`config.mk`:
```
export PLATFORM = sky130hd
export DESIGN_NAME = seg_capture
export DESIGN_NICKNAME = d
export VERILOG_FILES = /design/src/rtl/seg_capture.sv
export SDC_FILE = /design/constraint.sdc
export NUM_CORES = 1
export LEC_CHECK = 0
export ABC_CLOCK_PERIOD_IN_PS = 14500
export CORE_MARGIN = 2
export CORE_UTILIZATION = 40
export CTS_CLUSTER_DIAMETER = 120
export CTS_CLUSTER_SIZE = 12
export DETAILED_ROUTE_END_ITERATION = 12
export GPL_ROUTABILITY_DRIVEN = 0
export HOLD_SLACK_MARGIN = 0.06
export PLACE_DENSITY_LB_ADDON = 0.05
export SKIP_LAST_GASP = 1
export SYNTH_ARGS = -nofsm -noshare
export SYNTH_HDL_FRONTEND = slang
export SYNTH_SLANG_ARGS = --single-unit
export TNS_END_PERCENT = 30
```
`constraint.sdc`:
```
create_clock -name clk -period 14.5 [get_ports clk]
set_input_delay 2.175 -clock clk [delete_from_list [all_inputs] [get_ports clk]]
set_output_delay 2.175 -clock clk [all_outputs]
set_load 0.02 [all_outputs]
```
`src/rtl/seg_capture.sv`:
```
// Seven-segment display snooper: watches a multiplexed segment/anode bus and
// rebuilds the hex digits being displayed once each digit's drive is stable.
module seg_capture #(
  parameter int STABLE_CYCLES = 4
) (
  input  logic        clk,
  input  logic        rst,
  input  logic [7:0]  seg_in,
  input  logic [7:0]  an_in,
  output logic [31:0] value,
  output logic [7:0]  digit_valid,
  output logic        frame_done,
  output logic        err_pattern,
  output logic        err_select,
  output logic [1:0]  dbg_state
);

  // Handshake note: there is no valid/ready pairing here; frame_done,
  // err_pattern and err_select are single-cycle strobes, and value/digit_valid
  // are level outputs that change only on the edge of a capture.

  typedef enum logic [1:0] {
    IDLE   = 2'd0,
    SETTLE = 2'd1,
    HOLD   = 2'd2
  } state_t;

  state_t      state;
  logic [7:0]  count;
  logic [6:0]  prev_seg;
  logic [7:0]  prev_an;
  logic        prev_multi;
  logic [7:0]  seen;

  logic [3:0]  zero_cnt;
  logic        one_sel;
  logic        multi_sel;
  logic [2:0]  sel_idx;
  logic        same_pair;
  logic [8:0]  count_inc;
  logic        capture_now;
  logic        dec_ok;
  logic [3:0]  dec_nib;
  logic [7:0]  seen_next;
  logic        unused_dp;

  // The decimal point carries no digit information.
  assign unused_dp = seg_in[7];

  always_comb begin
    zero_cnt = 4'd0;
    sel_idx  = 3'd0;
    for (int i = 0; i < 8; i++) begin
      if (!an_in[i]) begin
        zero_cnt = zero_cnt + 4'd1;
        sel_idx  = 3'(i);
      end
    end
  end

  assign one_sel   = (zero_cnt == 4'd1);
  assign multi_sel = (zero_cnt > 4'd1);
  assign same_pair = (seg_in[6:0] == prev_seg) && (an_in == prev_an);
  assign count_inc = {1'b0, count} + 9'd1;

  // Capture fires on the edge where the stable-sample count would hit the target.
  assign capture_now = one_sel && (state == SETTLE) && same_pair &&
                       (count_inc == 9'(STABLE_CYCLES));

  always_comb begin
    dec_ok  = 1'b1;
    dec_nib = 4'h0;
    case (seg_in[6:0])
      7'h40: dec_nib = 4'h0;
      7'h79: dec_nib = 4'h1;
      7'h24: dec_nib = 4'h2;
      7'h30: dec_nib = 4'h3;
      7'h19: dec_nib = 4'h4;
      7'h12: dec_nib = 4'h5;
      7'h02: dec_nib = 4'h6;
      7'h78: dec_nib = 4'h7;
      7'h00: dec_nib = 4'h8;
      7'h10: dec_nib = 4'h9;
      7'h08: dec_nib = 4'hA;
      7'h03: dec_nib = 4'hB;
      7'h46: dec_nib = 4'hC;
      7'h21: dec_nib = 4'hD;
      7'h06: dec_nib = 4'hE;
      7'h0E: dec_nib = 4'hF;
      default: dec_ok = 1'b0;
    endcase
  end

  assign seen_next = seen | (8'b1 << sel_idx);
  assign dbg_state = state;

  always_ff @(posedge clk) begin
    if (rst) begin
      state       <= IDLE;
      count       <= 8'd0;
      prev_seg    <= 7'd0;
      prev_an     <= 8'hFF;
      prev_multi  <= 1'b0;
      seen        <= 8'h00;
      value       <= 32'd0;
      digit_valid <= 8'h00;
      frame_done  <= 1'b0;
      err_pattern <= 1'b0;
      err_select  <= 1'b0;
    end else begin
      frame_done  <= 1'b0;
      err_pattern <= 1'b0;
      err_select  <= multi_sel && !prev_multi;
      prev_multi  <= multi_sel;
      prev_seg    <= seg_in[6:0];
      prev_an     <= an_in;

      if (!one_sel) begin
        state <= IDLE;
        count <= 8'd0;
      end else begin
        case (state)
          IDLE: begin
            state <= SETTLE;
            count <= 8'd1;
          end
          SETTLE: begin
            if (!same_pair) begin
              count <= 8'd1;
            end else if (capture_now) begin
              state <= HOLD;
              count <= count_inc[7:0];
            end else begin
              count <= count_inc[7:0];
            end
          end
          HOLD: begin
            if (!same_pair) begin
              state <= SETTLE;
              count <= 8'd1;
            end
          end
          default: begin
            state <= IDLE;
            count <= 8'd0;
          end
        endcase
      end

      if (capture_now) begin
        if (dec_ok) begin
          value[{sel_idx, 2'b00} +: 4] <= dec_nib;
          digit_valid[sel_idx]         <= 1'b1;
        end else begin
          digit_valid[sel_idx] <= 1'b0;
          err_pattern          <= 1'b1;
        end
        // A full mask closes the frame and starts a fresh one on the same edge.
        if (seen_next == 8'hFF) begin
          frame_done <= 1'b1;
          seen       <= 8'h00;
        end else begin
          seen <= seen_next;
        end
      end
    end
  end

endmodule

```
; ---- Word level (Yosys, flattened, before mapping)
; Cells that the tools add are included.
[word_totals]
regBits = 77
latch_bits = 0
ram_bits = 0
romBits = 0
in_bits = 18
out_inout_bits = 45
elab_cells = 102
mem_count = 0
[op_classes]
add_sub_neg = 9
multipliers = 0
n_div = 0
magnitude_cmp = 3
eq_ne = 25
n_shift = 3
mux = 31
n_bitwise = 6
n_reduce_logical = 14
[ops]
columns = op, n
row1 = $pmux 4 s15, 1
row2 = $bwmux 32, 1
row3 = $mux 8, 4
row4 = $shift 4x7->32 const A, 1
row5 = $shiftx 4x7->32, 1
row6 = $add 4x1->4 const B, 7
row7 = $eq 7x7->1 const B, 4
row8 = $mux 4, 7
row9 = $pmux 8 s3, 1
row10 = $eq 7x5->1 const B, 3
row11 = $eq 7x6->1 const B, 3
row12 = $mux 3, 6
row13 = $or 8x8->8, 2
row14 = $reduce_or 16->1, 1
row15 = $eq 7x2->1 const B, 2
row16 = $eq 7x4->1 const B, 2
row17 = $add 8x1->9 const B, 1
row18 = $eq 9x3->1 const B, 1
row19 = $and 8x8->8, 1
row20 = $eq 8x8->1, 1
row21 = $eq 8x8->1 const B, 1
row22 = $not 8->8, 1
row23 = $shl 1x3->8 const A, 1
row24 = $eq 7x3->1 const B, 1
row25 = 21 further kinds, 37

; ---- Depth between registers and ports, before layout
; Gate-level depths: netlist of the first run.
[depth]
word_depth = 22
mapped_depth = 21
ltp_nobuf = 19

; ---- Least setup slack after synthesis of the first run
; OpenSTA, ideal clock, no wires.
[synth_path]
path_type = input to register
from = input an_in[0]
to = register value[15]
setup_time_ps = 121
arrival_ps = 6121
t_required_ps = 14379
slack_ps = 8259
stages = 18
path_cell_list = inv_1 ha_1 buf_2 xnor2_2 ha_1 nor3b_1 mux2_4 a211oi_4 ha_1 nor2b_1 o31ai_1 a21oi_1 o211a_1 a211o_1 a21oi_2 nor3_4 nand4_1 mux2_2
[synth_via]
elab_chain_len = 20
elab_cells_between_ends = 22
[synth_rtl]
columns = element, line_no
row1 = "start, declared", 9  ; input logic [7:0] an_in,
row2 = $mux 1, 54  ; if (!an_in[i]) begin
row3 = $add 4x1->4, 55  ; zero_cnt = zero_cnt + 4'd1;
row4 = $mux 4, 54
row5 = $add 4x1->4, 55
row6 = $mux 4, 54
row7 = $add 4x1->4, 55
row8 = $mux 4, 54
row9 = $add 4x1->4, 55
row10 = [... 3 more ...], n/a
row11 = $add 4x1->4, 55
row12 = $mux 4, 54
row13 = $add 4x1->4, 55
row14 = $mux 4, 54
row15 = $eq 4x1->1, 61  ; assign one_sel = (zero_cnt == 4'd1);
row16 = $logic_and 1x1->1, 67  ; assign capture_now = one_sel && (state == SETTLE) && same_pair &&
row17 = $logic_and 1x1->1 * (2 in series), 67
row18 = $reduce_and 2->1 (no line) *, n/a
row19 = "end signal, assigned by index", 152  ; value[{sel_idx, 2'b00} +: 4] <= dec_nib;
row20 = "end, declared", 10  ; output logic [31:0] value,
; Every way passes the cells marked *; elsewhere a longest branch is shown, timed or not.
; A chain may end at the register's enable or synchronous reset.

==> metrics, run 1 <==
Setup-failing EPs final 0; Remaining DRCs 0; first-pass GRT wire length 18900 um; Yosys warning count 0; Hold Vio Cnt, Final 0; Die ar. 12700 um2; largest net degree at the start of global routing 47; asr flop ratio synth 0%; H-Tree Depth 3; worst skew pair latency 330 ps; # diodes 0; Post-DP HPWL 8010 um; hold path start prev_multi$_SDFF_PP0_; TritonRoute pass-1 iters 4; P&R area growth vs syn 20.0%; met1 Use GR 24.7%; initial DRC count 183; fill cell count 1094; initial antenna violation count 0; # rows 39; port buffer count 61; M2 GR Usage roughly 29%; EDFF count, synth 0; Worst Path Max Fanout 18; number of nets still failing antenna checks after routing 0; Yosys reg bits 77; status complete, no violations; die extent in y 112 um; Final Routed Wirelength 11300 um; CTS Hold Bufs 0; post-synth design cell area approximately 4700 um2; FMAX 136 MHz; Worst setup EP type flip-flop; sequential fraction of the synthesis area about 33%; routed len/inst about 15 um; Max Clock Skew 4.91 ps; Root Buffer clkbuf_16; Worst Path Arrival 7590 ps; clk slew on worst S/H paths 60 ps; Netlist cell types 70; gr ovfl total 0; drt via density 5.48; core box area 11500 um2; CTS tree built; cts repair resizes 0; R2R depth 8; Net Count, Synth 583; postcts setup bufs 0; Crit Path Class input pin to flip-flop; max-slew violation count 0; DIE WIDTH approximately 110 um; Hold Path Depth 1; CTS Buffer Depth 2; number of clock buffers inserted by TritonCTS 9; reg2reg start prev_an[5]$_SDFF_PP1_; worst vdd ir 0.0565 mV; Worst EP required 14760 ps; crit path launch type input pin; r2r setup slk 11070 ps; ports placed on the boundary 63; Slew HR 35.7%; fin crit share 50.6%; top_reg_cell synth dfxtp_1; vias in the first global route 3768; M3 GR Usage 4.91%; post-route minimum period approximately 7300 ps; total number of vias 4030; # nets final ~620; Least-Margin Pin Slew roughly 960 ps; Power Dens Cells 101 nW/um2; worst hold path class flip-flop to flip-flop; dpl cell area 5340 um2; RSZ-0062 raised after global routing false; number of max-cap violations 0; fin area between 5000 and 6000 um2; Pleak 0.00230 uW; layout cells sized above 1 under 10%; clock sink count 77; GRT Overall Usage 18.3%; synthesized instance count 549; Setup TNS 0 ps; synthesized area per cell 8.58 um2; initial core utilization 41.1%; global route hottest layer met2; Worst Hold End err_select$_SDFF_PP0_
## cell families after synthesis
logic type | Yosys count | share of synthesized area [%]
adder cells (fa/ha/maj) | 16 | 4.25
AND/OR/NAND/NOR | 229 | 26.9
flip-flops | 77 | 32.7
multiplexers | 41 | 8.88
AO/OA/AOI/OAI | 99 | 15.2
buffers and inverters | 53 | 5.02
XOR/XNOR | 34 | 6.99
## cell usage in the layout, fill, tap and decap left out, drive strengths merged, types with 15 or more instances in the layout
master / n
a21oi: 21
clkdlybuf4s50: 61
dfxtp: 77
ha: 16
inv: 16
mux2i: 38
nand2: 60
nand4: 16
nor2: 42
nor2b: 20
o21ai: 15
xnor2: 28
## synthesized netlist by cell type (5+ instances only)
master	n	area, um2
nand3_1	11	55.1
or2_2	5	31.3
inv_1	13	48.8
nor2b_1	20	125
o211a_1	6	60.1
buf_2	6	30.0
nor3_1	13	65.1
a211oi_1	5	37.5
nand2_1	60	225
a31oi_1	9	56.3
or3_1	6	37.5
mux2i_1	38	380
and2_1	5	31.3
nand4_1	16	100
o22ai_1	6	37.5
and3_1	7	43.8
clkbuf_1	25	93.8
ha_1	16	200
xnor2_1	27	236
nor2_1	42	158
dfxtp_1	77	1540
a21oi_1	20	100
nand3b_1	7	52.6
nor3b_1	7	52.6
nand2b_1	11	68.8
o21ai_0	14	70.1
## how the worst max path moves through the flow
stage / startpoint / endpoint / slack, ps / depth (start not counted)
floorplan: an_in[0] / value[15]$_SDFFE_PP0P_ / 8260 / 18
global placement: an_in[1] / value[15]$_SDFFE_PP0P_ / 6930 / 18
detailed placement: an_in[1] / value[11]$_SDFFE_PP0P_ / 6880 / 18
CTS: an_in[1] / flip-flop / 7200 / 18
global route: an_in[0] / flip-flop / 6680 / 18
finish: an_in[1] / flip-flop / 7170 / 18
## where the power goes
group	leakage, uW	switching [uW]	internal [uW]	total [uW]
registers	0.000625	2.89	217	219
clock network	0.000156	88.5	143	231
logic	0.00152	71.7	46.4	118
total	0.00230	163	406	569
## area by class of cell
cell class,instances,area (um2),area share (%)
Clock buffer,11,253,4.47
Clock inverter,5,57.6,1.02
Multi-Input combinational cell,419,2930,51.9
Timing Repair Buffer,63,626,11.1
Inverter,17,63.8,1.13
Tap cell,143,179,3.17
Sequential cell,77,1540,27.3
## worst max-delay path, stage by stage
cell and delay, ps:
clkdlybuf4s50_1 550, inv_1 120, ha_1 460, xnor2_2 400, ha_1 350, nor3b_1 150, mux2_4 310, a211oi_4 300
ha_1 340, o21ai_0 170, o31ai_1 120, nor4_1 270, o41ai_1 130, a21oi_1 210, a21oi_2 90, nor4_4 850
nor4b_2 380, mux2i_1 200
## per-layer routing
metal / wire length [um] / vias to the layer above
li1: - / 2033
met1: 5510 / 1900
met2: 5140 / 87
met3: 556 / 10
met4: 123 / 0
met5: 0 / -
## per-stage QoR
step	instances	setup slack, ps	utilization, %	power [uW]	hold slack (ps)
6_report	735	7170	49.3	569	401
3_3_place_gp	719	6930	46.6	340	384
4_1_cts	735	7200	49.3	575	404
5_1_grt	735	6680	49.3	598	416
3_5_place_dp	719	6880	46.6	342	395
2_1_floorplan	549	8260	-	319	376
(Power assumes the default switching activity.)
==> inputs of run 2 (changes only) <==
ABC_CLOCK_PERIOD_IN_PS = 7000   (was 14500)
clock period = 7 ns   (was 14.5 ns; I/O delays follow)
==> run 2 against run 1 <==
  * Clock-buffer cell count up 2
  * Sequential cell count unchanged
  * Clock power rose by 95%
  * Hold slack worse by 1.2 ps
==> metrics, run 2 (synthesis results as in run 1) <==
most frequent cells in the layout dfxtp_1, clkdlybuf4s50_1, nand2_1; Critical Path Max Stage Delay 560 ps (-290 ps); drt via density 5.49 (+0.16%); Switching Share 29.4% (+0.75 points); Slew HR 32.3% (-3.4 points); FMAX between 150 and 200 MHz; status complete, no violations; GRT Overall Usage 19.4% (+1.2 points); worst hold path class flip-flop to flip-flop; Worst EP required 7230 ps (-7530 ps); reg2reg start count[0]$_SDFFE_PP0P_; dpl ws 461 ps (-6420 ps); Seq pwr share 39.4% (+0.8 points); R2R depth 7 (-1); r2r setup slk 3670 ps (-7400 ps); Setup-failing EPs final 0 (unchanged); RSZ-0062 raised after global routing false; capturing point of the worst reg2reg path value[15]$_SDFFE_PP0P_; TritonRoute pass-1 iters 4 (unchanged); total number of vias 4053 (+0.57%); Setup TNS 0 ps (unchanged); vias in the first global route 4010 (+6.4%); crit-path cells clkdlybuf4s50_1 > inv_1 > ha_1 > xnor2_2 > ha_1 > nor3b_1 > mux2_4 > a211oi_4 > ha_1 > o21ai_0 > o31ai_1 > nor4_1 > o41ai_1 > a21oi_1 > a21oi_2 > nor3_4 > nand4_1 > mux2_2; initial antenna violation count 0 (unchanged); gr ovfl total 0 (unchanged); # nets final 624 (+0.48%); number of clock buffers inserted by TritonCTS 9 (unchanged); Most Frequent Cell on Critical Path ha_1; clock sink count 77 (unchanged); Worst setup EP type flip-flop; postcts setup bufs 0 (unchanged); worst skew pair latency 340 ps (about the same); switching pwr 339 uW (+110%); post-route minimum period 6130 ps; max-slew violation count 0 (unchanged); fin area 5650 um2 (about the same); CTS Hold Bufs 0 (unchanged); Worst path top cell family by delay simple AND/OR/NAND/NOR gates; Clk pwr share 39.1% (-1.6 points); Power Dens Cells 204 nW/um2 (+100%); port buffer count 61 (unchanged); ports placed on the boundary 63 (unchanged); Remaining DRCs 0 (unchanged); core box area 11500 um2 (unchanged); Root Buffer clkbuf_16; number of nets still failing antenna checks after routing 0 (unchanged); Least-Margin Pin Slew 1010 ps (+47.7 ps); Post-DP HPWL 8290 um (+3.5%); Pleak 0.00231 uW (+0.21%); CTS tree built; # rows 39 (unchanged); dpl cell area 5360 um2 (+0.42%); Final Routed Wirelength 11900 um (+4.5%); die extent in y 112 um (unchanged); DIE WIDTH 112 um (unchanged); slowest stage cell, crit path nor3_4; crit path launch type input pin; number of max-cap violations 0 (unchanged); initial core utilization 41.1% (unchanged); Die ar. 12700 um2 (unchanged); P&R area growth vs syn 20.0% (about the same); fin crit share 87.5%; largest net degree at the start of global routing 47 (unchanged); CTS Buffer Depth 2 (unchanged); Max Clock Skew 5.28 ps (+0.370 ps); Worst Hold End err_select$_SDFF_PP0_; hold path start prev_multi$_SDFF_PP0_; first-pass GRT wire length 20000 um (+5.8%); clk slew on worst S/H paths 60 ps (about the same); Hold Path Depth 1 (unchanged); initial DRC count 216 (+18%); Int Pwr 814 uW (+100%); Hold Vio Cnt, Final 0 (unchanged); worst vdd ir 0.143 mV (+150%); Crit Path Class input pin to flip-flop; Worst Path Max Fanout 17 (-1); layout cells sized above 1 8.07% (+0.30 points); routed len/inst 16.1 um (+4.1%); cts repair resizes 0 (unchanged); placed cells 722 (+0.42%); most common cell after layout, fill and taps aside dfxtp_1; non-filler cells, final 738 (+0.41%); Layout Utilization 49.3% (about the same); Bufs and invs on worst path 2 (unchanged); Worst Path Arrival 6360 ps (-1230 ps); H-Tree Depth 3 (unchanged); # diodes 0 (unchanged); logic gate share of total power 21.5% (+0.7 points); final worst slack 872 ps (-6290 ps)
==> run 2: cell count changes in the layout (fill, tap and decap cells not counted), sizes merged <==
cell and change:
clkbuf +2, buf +3, inv -1, bufinv -1
==> run 2: final cells by class <==
class | instances | area, um2
Fill cell | 1122 | 5820
Multi-Input combinational cell | 419 | 2930
Sequential cell | 77 | 1540
Timing Repair Buffer | 66 | 648
Clock buffer | 13 | 270
Tap cell | 143 | 179
Inverter | 17 | 63.8
Clock inverter | 3 | 18.8
==> run 2: layer usage <==
layer	wire length, um	vias up	share of wire (%)	track usage [%]
met2	5320	79	45	30.1
met3	652	17	5.5	6.05
met5	0	-	0	0
li1	-	2041	-	-
met4	212	0	1.8	6.91
met1	5670	1916	48	25.7
==> run 2: per-stage QoR <==
stage	power, uW	hold WS (ps)
final	1150	400
after detailed placement	712	392
after CTS	1170	400
after global placement	707	384
after global routing	1210	425
after floorplan	660	376
==> run 2: worst max path at each step <==
| stage | startpoint | endpoint | slack [ps] | depth (start not counted) |
|---|---|---|---|---|
| floorplan | an_in[0] | value[15]$_SDFFE_PP0P_ | 1880 | 18 |
| detailed placement | an_in[0] | value[11]$_SDFFE_PP0P_ | 460 | 18 |
| finish | an_in[1] | value[15]$_SDFFE_PP0P_ | 870 | 18 |
| global placement | an_in[1] | value[15]$_SDFFE_PP0P_ | 600 | 18 |
| CTS | an_in[0] | value[11]$_SDFFE_PP0P_ | 830 | 18 |
| global route | an_in[1] | value[15]$_SDFFE_PP0P_ | 350 | 18 |
==> run 2: power by group through the flow <==
stage	combinational (uW)	sequential [uW]	clock [uW]
final	248	455	451
after detailed placement	247	464	0
after global routing	276	456	480
after global placement	243	464	0
after CTS	248	455	465
after floorplan	193	467	0
==> inputs of run 3 (changes only) <==
CAP_MARGIN = 20   (was default)
CORE_MARGIN = default   (was 2)
==> run 3 against run 2 <==
  * Power is 0.92% higher
  * Clock-buffer cell count is 3 lower
  * Combinational power hardly changed
  * Sequential cell count stayed put
  * Clock skew is 2.9 ps higher
  * Wire length is 2.0% lower
  * Largest power group is now the clock network
  * Highest routed layer unchanged
==> metrics, run 3 (synthesis results as in run 1) <==
Root Buffer clkbuf_16; crit path launch type input pin; cts repair resizes 0 (unchanged); clock sink count 77 (unchanged); CTS Buffer Depth 2 (unchanged); FMAX 162 MHz (-0.65%); initial DRC count 229 (+6.0%); H-Tree Depth 3 (unchanged); Hold Path Depth 1 (unchanged); first-pass GRT wire length 19500 um (-2.5%); Hold Vio Cnt, Final 0 (unchanged); Worst Path Arrival 6400 ps (+40 ps); Power Dens Cells 206 nW/um2 (+0.90%); Remaining DRCs 0 (unchanged); number of nets still failing antenna checks after routing 0 (unchanged); Least-Margin Pin Slew 1020 ps (+9.85 ps); max-slew violation count 0 (unchanged); CTS Hold Bufs 0 (unchanged); R2R depth 7 (unchanged); Max Clock Skew 8.22 ps (+2.94 ps); clk slew on worst S/H paths 60 ps (about the same); postcts setup bufs 0 (unchanged); P&R area growth vs syn 20.1% (about the same); largest net degree at the start of global routing 47 (unchanged); worst hold path class flip-flop to flip-flop; capturing point of the worst reg2reg path value[15]$_SDFFE_PP0P_; Final Routed Wirelength 11600 um (-2.0%); total number of vias 4072 (+0.47%); initial antenna violation count 0 (unchanged); post-route minimum period 6170 ps (+39.9 ps); # diodes 0 (unchanged); Worst Hold End err_select$_SDFF_PP0_; die extent in y 110 um (-1.8%); worst skew pair latency 340 ps (about the same); ports placed on the boundary 63 (unchanged); vias in the first global route 3919 (-2.3%); r2r setup slk 3660 ps (about the same); # rows 39 (unchanged); DIE WIDTH 110 um (-1.8%); routed len/inst 15.7 um (-2.0%); most common cell after layout, fill and taps aside dfxtp_1; reg2reg start count[0]$_SDFFE_PP0P_; drt via density 5.52 (+0.47%); port buffer count 61 (unchanged); status complete, no violations; Slew HR 31.6% (-0.66 points); fill cell count 1124 (+0.18%); most frequent cells in the layout dfxtp_1, clkdlybuf4s50_1, nand2_1; gr ovfl total 0 (unchanged); initial core utilization 41.1% (unchanged); # nets final 624 (unchanged); Post-DP HPWL 8080 um (-2.6%); number of clock buffers inserted by TritonCTS 9 (unchanged); TritonRoute pass-1 iters 4 (unchanged); hold path start prev_multi$_SDFF_PP0_; Setup TNS 0 ps (unchanged); CTS tree built; worst vdd ir 0.140 mV (-2.1%); layout cells sized above 1 8.07% (unchanged); Pleak 0.00230 uW (-0.13%); Layout Utilization 49.3% (about the same); Worst EP required 7230 ps (about the same); Setup-failing EPs final 0 (unchanged); Worst setup EP type flip-flop; fin crit share 88.1% (+0.57 points); Die ar. 12200 um2 (-3.5%); Worst Path Max Fanout 17 (unchanged); RSZ-0062 raised after global routing false; GRT Overall Usage 19.6% (+0.19 points); core box area 11500 um2 (unchanged); number of max-cap violations 0 (unchanged); Crit Path Class input pin to flip-flop
[run 3: cell types whose count changed in the layout (fill, tap and decap cells not counted), sizes merged]
cell	before	now
bufinv	0	1
clkbuf	13	10
clkinvlp	0	1
inv	15	16
[run 3: where the power goes]
part           switching (uW)  internal (uW)  total [uW]
clock                     185            275         460
combinational             152           96.9         249
sequential               6.13            449         455
total                     343            821        1160
[run 3: worst max-delay path: stages]
cell	delay [ps]
clkdlybuf4s50_1	560
inv_1	110
ha_1	460
xnor2_2	410
ha_1	360
nor3b_1	160
mux2_4	300
a211oi_4	300
ha_1	330
o21ai_0	160
o31ai_1	130
nor4_1	280
o41ai_1	130
a21oi_1	210
a21oi_2	100
nor3_4	560
nand4_1	430
o211a_1	340
[run 3: layout make-up]
cell class	instances	area [um2]	share of cell area (%)
Multi-Input combinational cell	419	2930	51.8
Sequential cell	77	1540	27.3
Timing Repair Buffer	66	648	11.5
Clock buffer	10	229	4.05
Tap cell	143	179	3.17
Inverter	17	63.8	1.13
Clock inverter	6	61.3	1.08
[run 3: worst max-delay path by stage]
| stage | slack [ps] | end | depth (start not counted) | from |
|---|---|---|---|---|
| 2_1_floorplan | 1880 | value[15]$_SDFFE_PP0P_ | 18 | an_in[0] |
| 3_3_place_gp | 630 | value[11]$_SDFFE_PP0P_ | 18 | an_in[0] |
| 3_5_place_dp | 480 | value[11]$_SDFFE_PP0P_ | 18 | an_in[0] |
| 4_1_cts | 820 | value[11]$_SDFFE_PP0P_ | 18 | an_in[0] |
| 5_1_grt | 400 | value[11]$_SDFFE_PP0P_ | 18 | an_in[0] |
| 6_report | 830 | value[11]$_SDFFE_PP0P_ | 18 | an_in[0] |
[run 3: per-stage QoR]
stage / hold WS, ps / setup WS [ps] / total power [uW] / cells / cell area, um2
detailed placement: 394 / 479 / 712 / 722 / 5360
CTS: 401 / 824 / 1180 / 738 / 5650
global route: 412 / 405 / 1220 / 738 / 5650
finish: 399 / 832 / 1160 / 738 / 5650
floorplan: 376 / 1880 / 660 / 549 / 4710
global placement: 384 / 630 / 706 / 722 / 5360
[run 3: metal layers]
| layer | vias up | part of all wire, % | global-route usage (%) |
|---|---|---|---|
| met2 | 84 | 46 | 31.6 |
| li1 | 2044 | - | - |
| met5 | - | 0 | 0 |
| met1 | 1932 | 47 | 25.2 |
| met3 | 12 | 5.6 | 5.65 |
| met4 | 0 | 1.6 | 6.40 |
